$ cat src/rtl/bcd_seq_converter_pkg.sv
// Shared definitions for the iterative binary-to-BCD converter:
// FSM state encoding and the shift-and-add-3 adjust constants.
package bcd_seq_converter_pkg;

    typedef enum logic [1:0] {
        ST_IDLE  = 2'd0,
        ST_SHIFT = 2'd1,
        ST_DONE  = 2'd2
    } state_t;

    // A nibble at or above ADJ_THRESH would exceed 9 after the next
    // doubling, so ADJ_INC is added first to push the carry into the next digit.
    localparam logic [3:0] ADJ_THRESH = 4'd5;
    localparam logic [3:0] ADJ_INC    = 4'd3;

endpackage

$ cat src/rtl/bcd_add3_nibble.sv
// Combinational BCD digit pre-adjust: add 3 when the nibble is 5 or more.
module bcd_add3_nibble
    import bcd_seq_converter_pkg::*;
(
    input  logic [3:0] din,
    output logic [3:0] dout
);

    assign dout = (din >= ADJ_THRESH) ? (din + ADJ_INC) : din;

endmodule

$ cat src/rtl/bcd_seq_converter.sv
// Multi-cycle shift-and-add-3 binary-to-BCD converter with start/done handshake.
// Handshake: start is honoured only while idle (state_dbg == ST_IDLE); done pulses one cycle with BCD/overflow valid.
module bcd_seq_converter
    import bcd_seq_converter_pkg::*;
#(
    parameter int BIN_W  = 9,
    parameter int DIGITS = 3,
    parameter int CNT_W  = 4
) (
    input  logic                  Clk,
    input  logic                  Reset,
    input  logic                  start,
    input  logic [BIN_W-1:0]      BINARY,
    output logic                  busy,
    output logic                  done,
    output logic [4*DIGITS-1:0]   BCD,
    output logic                  overflow,
    output state_t                state_dbg
);

    state_t                state;
    logic [BIN_W-1:0]      bin_sr;
    logic [4*DIGITS-1:0]   bcd_sr;
    logic [4*DIGITS-1:0]   bcd_adj;
    logic [4*DIGITS-1:0]   bcd_next;
    logic                  ovf_sr;
    logic                  ovf_next;
    logic [CNT_W-1:0]      cnt;

    for (genvar g = 0; g < DIGITS; g++) begin : g_adj
        bcd_add3_nibble u_adj (
            .din  (bcd_sr[4*g +: 4]),
            .dout (bcd_adj[4*g +: 4])
        );
    end

    // A 1 leaving the top nibble means the value no longer fits in DIGITS digits.
    assign bcd_next = {bcd_adj[4*DIGITS-2:0], bin_sr[BIN_W-1]};
    assign ovf_next = ovf_sr | bcd_adj[4*DIGITS-1];

    always_ff @(posedge Clk) begin
        if (Reset) begin
            state    <= ST_IDLE;
            bin_sr   <= '0;
            bcd_sr   <= '0;
            ovf_sr   <= 1'b0;
            cnt      <= '0;
            BCD      <= '0;
            overflow <= 1'b0;
        end else begin
            case (state)
                ST_IDLE: begin
                    if (start) begin
                        bin_sr <= BINARY;
                        bcd_sr <= '0;
                        ovf_sr <= 1'b0;
                        cnt    <= CNT_W'(BIN_W);
                        state  <= ST_SHIFT;
                    end
                end
                ST_SHIFT: begin
                    bcd_sr <= bcd_next;
                    bin_sr <= bin_sr << 1;
                    ovf_sr <= ovf_next;
                    cnt    <= cnt - CNT_W'(1);
                    // Publish on the final shift so the result is already
                    // visible in the cycle where done is high.
                    if (cnt == CNT_W'(1)) begin
                        BCD      <= bcd_next;
                        overflow <= ovf_next;
                        state    <= ST_DONE;
                    end
                end
                ST_DONE: state <= ST_IDLE;
                default: state <= ST_IDLE;
            endcase
        end
    end

    assign busy      = (state == ST_SHIFT);
    assign done      = (state == ST_DONE);
    assign state_dbg = state;

endmodule

$ cat config.mk
export PLATFORM = sky130hd
export DESIGN_NAME = bcd_seq_converter
export DESIGN_NICKNAME = d
export VERILOG_FILES = /design/src/rtl/bcd_seq_converter_pkg.sv /design/src/rtl/bcd_add3_nibble.sv /design/src/rtl/bcd_seq_converter.sv
export SDC_FILE = /design/constraint.sdc
export NUM_CORES = 1
export LEC_CHECK = 0
export ABC_AREA = 0
export CAP_MARGIN = 40
export CORE_ASPECT_RATIO = 2
export CORE_MARGIN = 3
export CORE_UTILIZATION = 48
export DETAILED_ROUTE_END_ITERATION = 10
export PLACE_DENSITY = 0.84
export RECOVER_POWER = 100
export SLEW_MARGIN = 20
export SYNTH_ARGS = -nofsm -noshare
export SYNTH_HDL_FRONTEND = slang
export SYNTH_SLANG_ARGS = --single-unit
$ cat constraint.sdc
create_clock -name Clk -period 1.35 [get_ports Clk]
set_input_delay 0.2025 -clock Clk [delete_from_list [all_inputs] [get_ports Clk]]
set_output_delay 0.2025 -clock Clk [all_outputs]
set_load 0.005 [all_outputs]
==> results.cfg, run 1 <==
[setup_path]
crit_end = BCD[8]
cp_max_fo = 7
critPathRequiredTime_ns = 1.55
rrSetupSlack_ns = -0.14
start_kind = register
critPathCaptureType = register
reg2reg_from = cnt[1]
critical_path_class = reg -> reg
reg2reg_depth = 7
reg2reg_to = BCD[8]
critPathLaunch = cnt[1]
cp.arrival_ns = 1.69

[floorplan]
design.die.area_sq_um = 4770
pin_count = 29
core-area_sq_um = 3680
rows = 31
start_util_pct = 51.3
die_w_um = 50.4
fp.dieH_um = 94.7

[sta]
hold_viol_final = 0
achievable-frequency_mhz = 669
finalCritPeriodShare_pct = 111
slew-limit-headroom_pct = 78.0
tightest_slew_ns = 0.327
finalSetupViolCount = 17
fin_ws_ns = -0.145
min_period_ns = 1.49
finClkSkew_ns = 0.0125
rsz0062_at_grt = true
hold_slack_ns = 0.458
slew_viol_final = 0

[power_and_ir_drop]
p_total_mw = 2.77
power_per_cell_area_nw_per_um2 = 919
vdd_drop_max_mv = 1.15
p_clk_share_pct = 34.9
p_int_mw = 2.05
switchingPower_mw = 0.713
swShare_pct = 25.8
p_leak_nw = 1.34
comb_power_share_pct = 18.1
seqPwrFrac_pct = 47.1

[drt]
viasPerCell = 5.77
avgRoutedWirePerCell_um = 17.6
vias = 1916
drt_iter0_drc = 44
routed_wl_mm = 5.85
first_pass_iters = 4
ant_nets = 0
drc = 0

[place]
dp.final_hpwl_mm = 3.45
gp_congestion = 0.914
place_area_sq_um = 2470
numPortBuffers = 28

[grt]
grt_pass1_vias = 1831
grt_pass1_wl_mm = 8.21
grt_util_met2_pct = 42.0
antenna_found_initial = 0
use_met1_pct = 21.5
grt_busiest_layer = met2
track_usage_pct = 22.5
grtUsageMet3_pct = 4.42
grt_overflow_total = 0
grt_max_degree = 15

[logic_synthesis]
ys_types = 36
avgSynthCellArea_sq_um = 8.83
syn-num-nets = 234
ys_warn_count = 0
synthFlopType = dfxtp_1
synth-edff-count = 0
yosysSeqAreaShare_pct = 43.4
synth_seq_cells = 41
synthArstFlopShare_pct = 0
synth_area_sq_um = 1890
synthCells = 214

[cts]
htreeDepth = 2
cts.clk_slew.worst_paths_ns = 0.08
worst_skew_pair.late_latency_ns = 0.30
cts_tree = yes
hold_buffers = 0
cts_sinks = 41
cts_max_path_buffers = 2
cts_root_buf = clkbuf_8
cts_made_buffers = 5

[final_layout]
fillers = 213
fin_util_pct = 81.8
final_layout_size_suffix_gt1_share_pct = 47.0
regArea_sq_um = 853
multi_input_area_sq_um = 1300
fin_area_sq_um = 3010
syn2layout_area_growth_pct = 59.5
fin_nets = 303
n_antenna_cell = 0

[hold_path]
hold_depth = 2
min_path_type = reg -> reg

[run_status]
violations = negative setup slack
outcome = complete, but fails checks

[run]
cap_violations = 0
-- cells in the mapped netlist, types with 2 or more instances --
cell,count,area (sq um)
o22ai_1,3,18.8
clkbuf_1,4,15.0
buf_6,3,33.8
dfxtp_1,41,821
a211oi_1,10,75.1
nor3_1,11,55.1
nand2_1,15,56.3
a2bb2oi_1,3,26.3
inv_1,10,37.5
nor2_1,26,97.6
o21ai_0,14,70.1
ha_1,8,100
mux2i_1,3,30.0
o31ai_1,3,22.5
and3_1,2,12.5
a21oi_1,7,35.0
nand3_1,4,20.0
a22o_1,6,52.6
xnor2_1,3,26.3
nand2b_1,4,25.0
nor3b_1,11,82.6
a21o_1,8,60.1
buf_1,2,7.51
-- kinds of logic after synthesis --
| group | synth area share, % |
|---|---|
| simple gates | 21.4 |
| mux | 2.19 |
| buf+inv | 5.83 |
| fa+ha+maj | 5.30 |
| flops | 43.4 |
| compound gates | 20.5 |
| xor+xnor | 1.39 |
-- how the worst min path moves through the flow --
stage | to | startpoint
6_report | BCD[0] | BCD[0]
5_1_grt | BCD[0] | BCD[0]
4_1_cts | BCD[0] | BCD[0]
3_5_place_dp | BCD[0] | BCD[0]
3_3_place_gp | BCD[0] | BCD[0]
2_1_floorplan | state_dbg[1] | Reset
-- layout make-up --
| class | instances | area share, % |
|---|---|---|
| clock buffer | 5 | 2.28 |
| multi-input combinational | 152 | 43.1 |
| timing repair buffer | 72 | 21.2 |
| sequential | 41 | 28.3 |
| clock inverter | 2 | 1.16 |
| inverter | 11 | 1.83 |
| tap | 49 | 2.03 |
-- stage by stage --
stage                     std cells  setup slack [ns]  setup TNS, ns
final                           332            -0.145          -1.22
after global routing            332            -0.200          -2.28
after CTS                       328            -0.158          -1.41
after detailed placement        317            -0.336          -3.65
after global placement          317            -0.181          -2.68
after floorplan                 214           -0.0299        -0.0670
-- registers in the layout, summed over array words and instances (netlist names) --
| name | count |
|---|---|
| BCD | 12 |
| bcd_sr | 12 |
| bin_sr | 9 |
| cnt | 4 |
| state_dbg | 2 |
| overflow | 1 |
| ovf_sr | 1 |
-- routing by layer --
layer,part of all wire [%],wire (um)
met1,35,2070
met2,55,3240
met3,4.1,237
met4,5.1,298
met5,0,0
-- power by group through the flow --
stage	registers, mW	logic [mW]	clock network, mW
floorplan	1.33	0.217	0
global placement	1.33	0.399	0
detailed placement	1.33	0.404	0
CTS	1.30	0.424	0.974
global route	1.31	0.539	1.00
finish	1.30	0.500	0.966
-- worst max-delay path, cell delays in order (launching register included) --
cell,delay [ns]
dfxtp_2,0.33
inv_2,0.07
ha_4,0.12
and4bb_2,0.26
buf_6,0.13
and2_4,0.23
nor2_1,0.06
a211oi_1,0.20
-- cells in the final DEF, fill, tap and decap left out, types with 4 or more instances in the layout --
cell             count
ha_4                 7
a22o_1               6
dfxtp_1             25
inv_4                4
clkbuf_8             5
nand2_1             13
a21o_1               7
nor3_1               4
dlymetal6s2s_1       5
a21oi_2              4
nor2_1              23
a211oi_1             6
nand2b_4             4
dlygate4sd2_1        5
o21ai_0              8
a211oi_2             4
dfxtp_4              5
clkdlybuf4s50_1     13
buf_4               40
nor3b_1              5
dfxtp_2             11
nor3b_2              6
nand3_1              4
inv_2                4
nor3_2               6
-- what timing repair did --
action	4_1_cts	5_1_grt
gates cloned	0	1
pin swaps	13	15
resized for setup	43	79
buffers inserted	4	3
setup endpoints to repair	33	40
No activity file was read; power rests on OpenSTA's default activity.
==> run 2, diff against run 1 <==
--- a/config.mk
+++ b/config.mk
@@ -7,9 +7,11 @@
 export LEC_CHECK = 0
 export ABC_AREA = 0
 export CAP_MARGIN = 40
+export CELL_PAD_IN_SITES_DETAIL_PLACEMENT = 2
+export CELL_PAD_IN_SITES_GLOBAL_PLACEMENT = 2
 export CORE_ASPECT_RATIO = 2
 export CORE_MARGIN = 3
-export CORE_UTILIZATION = 48
+export CORE_UTILIZATION = 29
 export DETAILED_ROUTE_END_ITERATION = 10
 export PLACE_DENSITY = 0.84
 export RECOVER_POWER = 100
==> results.cfg, run 2 (synthesis results as in run 1) <==
[setup_path]
slowest_delay_ns = 0.34
reg2reg_from = cnt[1]
cp_common_cell = buf_6
start_kind = register
slowest_stage = dfxtp_2
critical_path_class = reg -> reg
critPathCaptureType = register
critPathLaunch = cnt[1]
cp_max_fo = 7
path_cells = inv_4 -> ha_4 -> and4bb_2 -> buf_6 -> and2_4 -> buf_6 -> nor2_2 -> nor3_2
critPathRequiredTime_ns = 1.59
cp.arrival_ns = 1.82

[sta]
tns_ns = -3.46
min_period_ns = 1.58
achievable-frequency_mhz = 632
fin_ws_ns = -0.233
slew_viol_final = 0
tightest_slew_ns = 0.471
hold_viol_final = 0
finalCritPeriodShare_pct = 117
finClkSkew_ns = 0.00681
hold_slack_ns = 0.511
rsz0062_at_grt = true
slew-limit-headroom_pct = 68.5
finalSetupViolCount = 32

[final_layout]
n_antenna_cell = 0
syn2layout_area_growth_pct = 83.9
top_regs = BCD: 12 flops, bcd_sr: 12 flops, bin_sr: 9 flops
final_common_cell = buf_4
final_cell_mix = buf_4, dfxtp_1, nor2_1
fillers = 631
fin_nets = 321
fin_cells = 388
final_layout_size_suffix_gt1_share_pct = 58.6

[floorplan]
start_util_pct = 29.9
pin_count = 29
rows = 41
design.die.area_sq_um = 7580
die_w_um = 63.1
fp.dieH_um = 120
core-area_sq_um = 6310

[power_and_ir_drop]
swShare_pct = 27.3
seqPwrFrac_pct = 37.7
p_clk_share_pct = 41.3
p_leak_nw = 1.49
power_per_cell_area_nw_per_um2 = 1010
p_total_mw = 3.50
switchingPower_mw = 0.955
p_int_mw = 2.54
vdd_drop_max_mv = 0.871
comb_power_share_pct = 21.0

[grt]
track_usage_pct = 23.5
grt_pass1_wl_mm = 13.0
grt_pass1_vias = 2273
antenna_found_initial = 0
grt_overflow_total = 0
grt_max_degree = 17

[drt]
vias = 2070
drc = 0
viasPerCell = 5.34
drt_iter0_drc = 91
ant_nets = 0
avgRoutedWirePerCell_um = 27.6
first_pass_iters = 4
routed_wl_mm = 10.7

[place]
placed_cells = 357
pre_cts_ws_ns = -0.220
numPortBuffers = 28
dp.final_hpwl_mm = 4.89
gp_congestion = 0.768

[cts]
cts_root_buf = clkbuf_16
htreeDepth = 2
cts_made_buffers = 5
cts.clk_slew.worst_paths_ns = 0.06
cts_max_path_buffers = 2
worst_skew_pair.late_latency_ns = 0.30
cts_tree = yes
cts_sinks = 41

[run_status]
outcome = complete, but fails checks
violations = negative setup slack

[hold_path]
worstHoldStart = BCD[0]
min_path_type = reg -> reg

[run]
cap_violations = 0
==> run 2: cell count changes in the layout (fill, tap and decap cells not counted), sizes merged <==
| cell | previous run | this run |
|---|---|---|
| dlymetal6s2s | 5 | 4 |
| clkinv | 1 | 0 |
| clkbuf | 6 | 9 |
| clkdlybuf4s25 | 3 | 4 |
| clkdlybuf4s50 | 13 | 15 |
| inv | 10 | 12 |
| clkinvlp | 1 | 0 |
| buf | 44 | 60 |
| dlygate4sd2 | 5 | 3 |
==> run 2: path summary, 6_finish.rpt <==
kind             to  slack [ns]  depth (start not counted)
max          BCD[3]       -0.23                          8
min          BCD[0]        0.51                          2
max reg2reg  BCD[3]       -0.23                          8
min reg2reg  BCD[0]        0.51                          2
==> run 2: per-stage QoR <==
stage,cell area [sq um],util [%]
final,3470,55.1
after global routing,3470,55.1
after CTS,3120,49.5
after detailed placement,2530,40.2
after global placement,2530,40.2
after floorplan,1900,-
==> run 2: area by class of cell <==
type / count / area [sq um] / share of cell area, %
Multi-Input combinational cell: 152 / 1450 / 41.8
Sequential cell: 41 / 852 / 24.5
Timing Repair Buffer: 89 / 818 / 23.6
Clock buffer: 7 / 143 / 4.11
Tap cell: 86 / 108 / 3.10
Inverter: 11 / 63.8 / 1.84
Clock inverter: 1 / 30.0 / 0.864
Timing Repair inverter: 1 / 6.26 / 0.180
==> run 2: power by group through the flow <==
| stage | clock (mW) | combinational, mW | sequential [mW] |
|---|---|---|---|
| 2_1_floorplan | 0 | 0.217 | 1.33 |
| 3_3_place_gp | 0 | 0.416 | 1.33 |
| 3_5_place_dp | 0 | 0.442 | 1.33 |
| 4_1_cts | 1.45 | 0.553 | 1.31 |
| 5_1_grt | 1.52 | 0.771 | 1.32 |
| 6_report | 1.45 | 0.735 | 1.32 |
==> run 2: timing repair <==
action,in CTS,in global routing
cloned,1,2
setup buffers,10,12
hold buffers,0,0
pin swaps,23,24
endpoints found under the setup margin,42,45
resized for setup,97,81
==> run 2: metal layers <==
layer,vias to the layer above,routed length [um],track usage (%)
met2,70,6140,46.5
met3,31,365,3.28
met4,0,510,12.9
met1,1041,3710,22.1
li1,928,-,-
met5,-,0,0
==> run 2: worst max-delay path, delay by kind of cell, from the launching register on <==
family | cells | cell delay, ns
and+or+nand+nor | 4 | 0.71
buffers and inverters | 3 | 0.33
DFF | 1 | 0.34
adders and majority gates | 1 | 0.13
==> RTL edit 1: new RTL, config.mk and constraints of run 2 <==
Register the inputs `start` and `BINARY` before use, with the module's reset. The logic sees them one clock later. Comments in the files are not updated.
--- a/src/rtl/bcd_seq_converter.sv
+++ b/src/rtl/bcd_seq_converter.sv
@@ -19,2 +19,15 @@
 );
+
+    logic start_q;
+    logic [BIN_W-1:0] BINARY_q;
+
+    always_ff @(posedge Clk) begin
+        if (Reset) begin
+            start_q  <= '0;
+            BINARY_q <= '0;
+        end else begin
+            start_q  <= start;
+            BINARY_q <= BINARY;
+        end
+    end
 
@@ -52,4 +65,4 @@
                 ST_IDLE: begin
-                    if (start) begin
-                        bin_sr <= BINARY;
+                    if (start_q) begin
+                        bin_sr <= BINARY_q;
                         bcd_sr <= '0;
Formal check against the unedited RTL: not equivalent (Yosys sat finds a counterexample within 4 cycles, from zero or initial values and one cycle with Reset high).
==> RTL edit 1 against run 2 <==
- synthesized cell count grew 4.7%
- combinational power fell by 36%
- worst setup slack improved by 0.14 ns
- final cell count unchanged
- global-route usage decreased by 4.7 points
- hold slack lost 0.056 ns
- final area shrank 5.0%
- highest routed layer unchanged
- sequential cell count rose by 10
- sequential power grew 21%
- fmax increased by 9.7%
- the flow still finishes with violations (setup timing)
- critical endpoint is now BCD[8]$_SDFFE_PP0P_
- synthesized area is 15% higher
- clock skew about the same
- total power grew 1.7%
- wire length shrank 29%
==> RTL edit 1: results (changes against run 2) <==
stage;metric;value;unit;change
global_route;grt_first_pass_wirelength;11.77;mm;was 13.01 mm
yosys;synth_top_cells_by_count;sky130_fd_sc_hd__dfxtp_1 (51), sky130_fd_sc_hd__nand2_1 (28), sky130_fd_sc_hd__nor2_1 (17), sky130_fd_sc_hd__o21ai_0 (17), sky130_fd_sc_hd__a22o_1 (13);;was sky130_fd_sc_hd__dfxtp_1 (41), sky130_fd_sc_hd__nor2_1 (26), sky130_fd_sc_hd__nand2_1 (15), sky130_fd_sc_hd__o21ai_0 (14)
layout;clock_buffer_count;6;;was 7
timing;final_critical_path_setup_slack;-0.09239;ns;was -0.2328 ns
yosys;yosys-top-cells-area;sky130_fd_sc_hd__dfxtp_1 (47%), sky130_fd_sc_hd__a22o_1 (5.3%), sky130_fd_sc_hd__nand2_1 (4.9%);;was sky130_fd_sc_hd__dfxtp_1 (43%), sky130_fd_sc_hd__ha_1 (5.3%), sky130_fd_sc_hd__nor2_1 (5.2%)
routing;via_count;1947;;was 2070
yosys;post_synthesis_share_of_cell_area_spent_on_xor_and_xnor_gates;1.215;%;was 1.391%
yosys;ys_seq_area_share;47.19;%;was 43.44%
setup_path;critical_path_arrival;1.67;ns;was 1.82 ns
global_route;global_route.usage.met3;3.158;%;was 3.277%
routing;post_drt_wl_per_cell;19.54;um;was 27.63 um
layout;finalNetCount;315;;was 321
routing;met1Wirelength;2.669;mm;was 3.708 mm
status;run_status;finished with violations;;unchanged
pwr;power_leakage;1.287;nW;was 1.494 nW
layout;filler_cell_count;784;;was 631
clock_network;cts_resized;80;;was 97
yosys;synthMuxAreaShare;2.371;%;was 2.185%
timing;slew_headroom;73.99;%;was 68.53%
yosys;synth_fp_nets;244;;was 234
global_route;number_of_global_route_vias_before_repair;2206;;was 2273
timing;finalSetupViolCount;20;;was 32
timing;fin_tns_setup;-1.028;ns;was -3.456 ns
layout;multi_input_area_share;38.72;%;was 41.84%
layout;layout.sequential_cells;51;;was 41
placement;dpl_worst_slack;-0.2709;ns;was -0.2200 ns
layout;signal_buffer_area_fraction;19.53;%;was 23.55%
status;violations_in_the_final_reports;setup timing;;unchanged
layout;num-nonclk-inverters;10;;was 12
yosys;synth_compound_gate_area_share;20.59;%;was 20.46%
layout;final.signal_buffer_count;71;;was 89
routing;wl_met2;4.402;mm;was 6.137 mm
global_route;grt_max_degree;16;;was 17
yosys;synth_adder_area_share;4.627;%;was 5.298%
layout;drive_gt1_share;37.50;%;was 58.61%
[RTL edit 1: cell types whose count changed after synthesis, moves of 4 or more]
cell / delta
sky130_fd_sc_hd__nand2_1: +13
sky130_fd_sc_hd__nor2b_1: +12
sky130_fd_sc_hd__dfxtp_1: +10
sky130_fd_sc_hd__a211oi_1: -9
sky130_fd_sc_hd__nor2_1: -9
sky130_fd_sc_hd__a21o_1: -8
sky130_fd_sc_hd__a22o_1: +7
sky130_fd_sc_hd__nor3_1: -7
sky130_fd_sc_hd__nor3b_1: -6
sky130_fd_sc_hd__a311oi_1: +5
sky130_fd_sc_hd__a21oi_1: +4
[RTL edit 1: where the power goes]
group | internal (mW) | switching, mW | total (mW) | leakage, nW
clock network | 0.922 | 0.563 | 1.49 | 0.0868
registers | 1.56 | 0.0432 | 1.60 | 0.422
logic | 0.224 | 0.249 | 0.474 | 0.779
total | 2.70 | 0.856 | 3.56 | 1.29
[RTL edit 1: critical path, stage by stage (launching register included)]
cell                       delay [ns]
sky130_fd_sc_hd__dfxtp_1         0.35
sky130_fd_sc_hd__buf_4           0.15
sky130_fd_sc_hd__nand2b_4        0.08
sky130_fd_sc_hd__buf_8           0.14
sky130_fd_sc_hd__nor2_2          0.25
sky130_fd_sc_hd__nand2_4         0.11
sky130_fd_sc_hd__buf_4           0.16
sky130_fd_sc_hd__o21ai_1         0.14
[RTL edit 1: worst paths after layout]
path                          to  slack (ns)                 startpoint
max          BCD[8]$_SDFFE_PP0P_       -0.09  state_dbg[0]$_SDFFE_PP0P_
min          BCD[4]$_SDFFE_PP0P_        0.45        BCD[4]$_SDFFE_PP0P_
max reg2reg  BCD[8]$_SDFFE_PP0P_       -0.09  state_dbg[0]$_SDFFE_PP0P_
min reg2reg  BCD[4]$_SDFFE_PP0P_        0.45        BCD[4]$_SDFFE_PP0P_
==> RTL edit 2: new RTL, config.mk and constraints of run 2 <==
Without the edit above. `BIN_W`: 9 -> 18.
--- a/src/rtl/bcd_seq_converter.sv
+++ b/src/rtl/bcd_seq_converter.sv
@@ -5,3 +5,3 @@
 #(
-    parameter int BIN_W  = 9,
+    parameter int BIN_W  = 18,
     parameter int DIGITS = 3,
Ports: changed (resized BINARY); port bits go from 29 to 38. The function was not compared with the original's and may differ.
==> RTL edit 2 against run 2 <==
- the flow still finishes with violations (setup timing)
- wire length rose by 24%
- global-route usage is 4.1 points higher
- non-clock buffer count is 27 higher
- sequential cell count is 9 higher
- via count grew 23%
- worst setup slack worse by 0.22 ns
- total power increased by 25%
- final area grew 25%
- synthesized area rose by 21%
- critical path type unchanged
- largest cell class unchanged
==> RTL edit 2: results (changes against run 2) <==
stage;metric;value;unit;change
setup_path;worst-path-max-fanout;3;;was 7
layout;leading_registers_by_flop_count;bin_sr x18, BCD x12, bcd_sr x12;;was BCD x12, bcd_sr x12, bin_sr x9
yosys;ys_seq_area_share;43.91;%;was 43.44%
yosys;netlist-cell-type-count;35;;was 36
setup_path;critical_path_arrival;2.00;ns;was 1.82 ns
layout;filler_cell_count;691;;was 631
status;run_status;finished with violations;;unchanged
worst_hold_path;worst_hold_path_type;input pin to register;;was register to register
placement;postPlaceCellArea;3094;um2;was 2535 um2
layout;drive_gt1_share;56.91;%;was 58.61%
timing;finalSetupViolCount;52;;was 32
clock_network;clkTransAtPathRegs;0.08;ns;was 0.06 ns
worst_hold_path;worstHoldPathCells;3;;was 2
layout;multiInputGateArea;1772;um2;was 1454 um2
routing;via_count;2542;;was 2070
timing;hold_slack;0.3524;ns;was 0.5107 ns
yosys;ys.flop_type;sky130_fd_sc_hd__dfxtp_1;;unchanged
timing;slew_headroom;65.57;%;was 68.53%
global_route;grt_overall_usage;27.58;%;was 23.46%
setup_path;critical_path.reg2reg.endpoint;BCD[0]$_SDFFE_PP0P_;;was BCD[3]$_SDFFE_PP0P_
status;violations_in_the_final_reports;setup timing;;unchanged
placement;place_congestion;0.7809;;was 0.7675
routing;detail_route.iter0.violations;123;;was 91
timing;fin_tns_setup;-12.25;ns;was -3.456 ns
timing;finalClockSkew;0.01059;ns;was 0.006812 ns
worst_hold_path;whs_endpoint;overflow$_SDFFE_PP0P_;;was BCD[0]$_SDFFE_PP0P_
global_route;grt_max_degree;36;;was 17
pwr;power_leakage;1.717;nW;was 1.494 nW
routing;drt_pre_antenna_iters;6;;was 4
worst_hold_path;hold_start;Reset;;was BCD[0]$_SDFFE_PP0P_
global_route;number_of_global_route_vias_before_repair;3019;;was 2273
yosys;synthDominantCellAreaShare;43.91;%;was 43.44%
yosys;synth_fp_nets;294;;was 234
placement;numPortBuffers;37;;was 28
layout;finalNetCount;404;;was 321
yosys;synth_top_cells_by_count;sky130_fd_sc_hd__nor2_1 (63), sky130_fd_sc_hd__dfxtp_1 (50), sky130_fd_sc_hd__a21oi_1 (17), sky130_fd_sc_hd__nor4_1 (16), sky130_fd_sc_hd__o21ai_0 (14);;was sky130_fd_sc_hd__dfxtp_1 (41), sky130_fd_sc_hd__nor2_1 (26), sky130_fd_sc_hd__nand2_1 (15), sky130_fd_sc_hd__o21ai_0 (14)
routing;wl;13.25;mm;was 10.72 mm
placement;placedCellCount;424;;was 357
timing;final_critical_path_setup_slack;-0.4547;ns;was -0.2328 ns
yosys;postSynthCellCount;265;;was 214
setup_path;slowest_stage;sky130_fd_sc_hd__or3b_4;;was sky130_fd_sc_hd__dfxtp_2
pwr;peak_ir_drop_on_the_vdd_network;0.001226;V;was 0.0008705 V
placement;dpl.hpwl;5.483;mm;was 4.888 mm
clock_network;clk-insertion-delay-late;0.32;ns;was 0.30 ns
==> RTL edit 2: cell types whose count changed after synthesis, sizes merged, moves of 8 or more <==
| cell | delta |
|---|---|
| nor2 | +36 |
| nor4 | +18 |
| a21oi | +10 |
| nand2 | -10 |
| dfxtp | +9 |
| a21o | -8 |
==> RTL edit 2: cells by family (layout without fill, tap and decap cells) <==
group	Yosys count	after routing	synth area share [%]
simple gates	128	130	29.86
flops	50	50	43.91
compound gates	45	45	12.84
buf+inv	26	135	5.433
fa+ha+maj	8	8	4.391
mux	5	5	2.415
xor+xnor	3	3	1.153
==> RTL edit 2: per-layer routing <==
layer  vias to the layer above  routed length (um)  track usage, %
met5                         -                   0               0
met4                         0                 585           13.03
met3                        35                 425           5.304
met2                        74                7718           49.87
met1                      1292                4522           28.53
li1                       1141                   -               -
==> RTL edit 2: power by group <==
group          internal, mW  total, mW  leakage (nW)  switching, mW
Clock                 0.935       1.60        0.0875          0.670
Combinational         0.538       1.12          1.21          0.581
Sequential             1.56       1.64         0.415         0.0784
Total                  3.03       4.36          1.72           1.33
==> RTL edit 2: area by class of cell <==
cell class                      count  area share, %
Inverter                           11          1.183
Clock inverter                      2         0.8944
Tap cell                           94          2.712
Sequential cell                    50          23.60
Multi-Input combinational cell    191          40.85
Clock buffer                        6          3.203
Timing Repair Buffer              116          27.55
==> RTL edit 2: tightest hold or removal path, delay by kind of cell <==
family,cells,cell delay [ns]
AOI/OAI and AO/OA,1,0.06
buffers and inverters,2,0.34
==> RTL edit 2: repair_timing <==
item	4_1_cts	5_1_grt
hold buffers	0	0
resized for setup	149	71
setup endpoints to repair	60	59
setup buffers	20	18
pin swaps	31	18
cloned	6	0
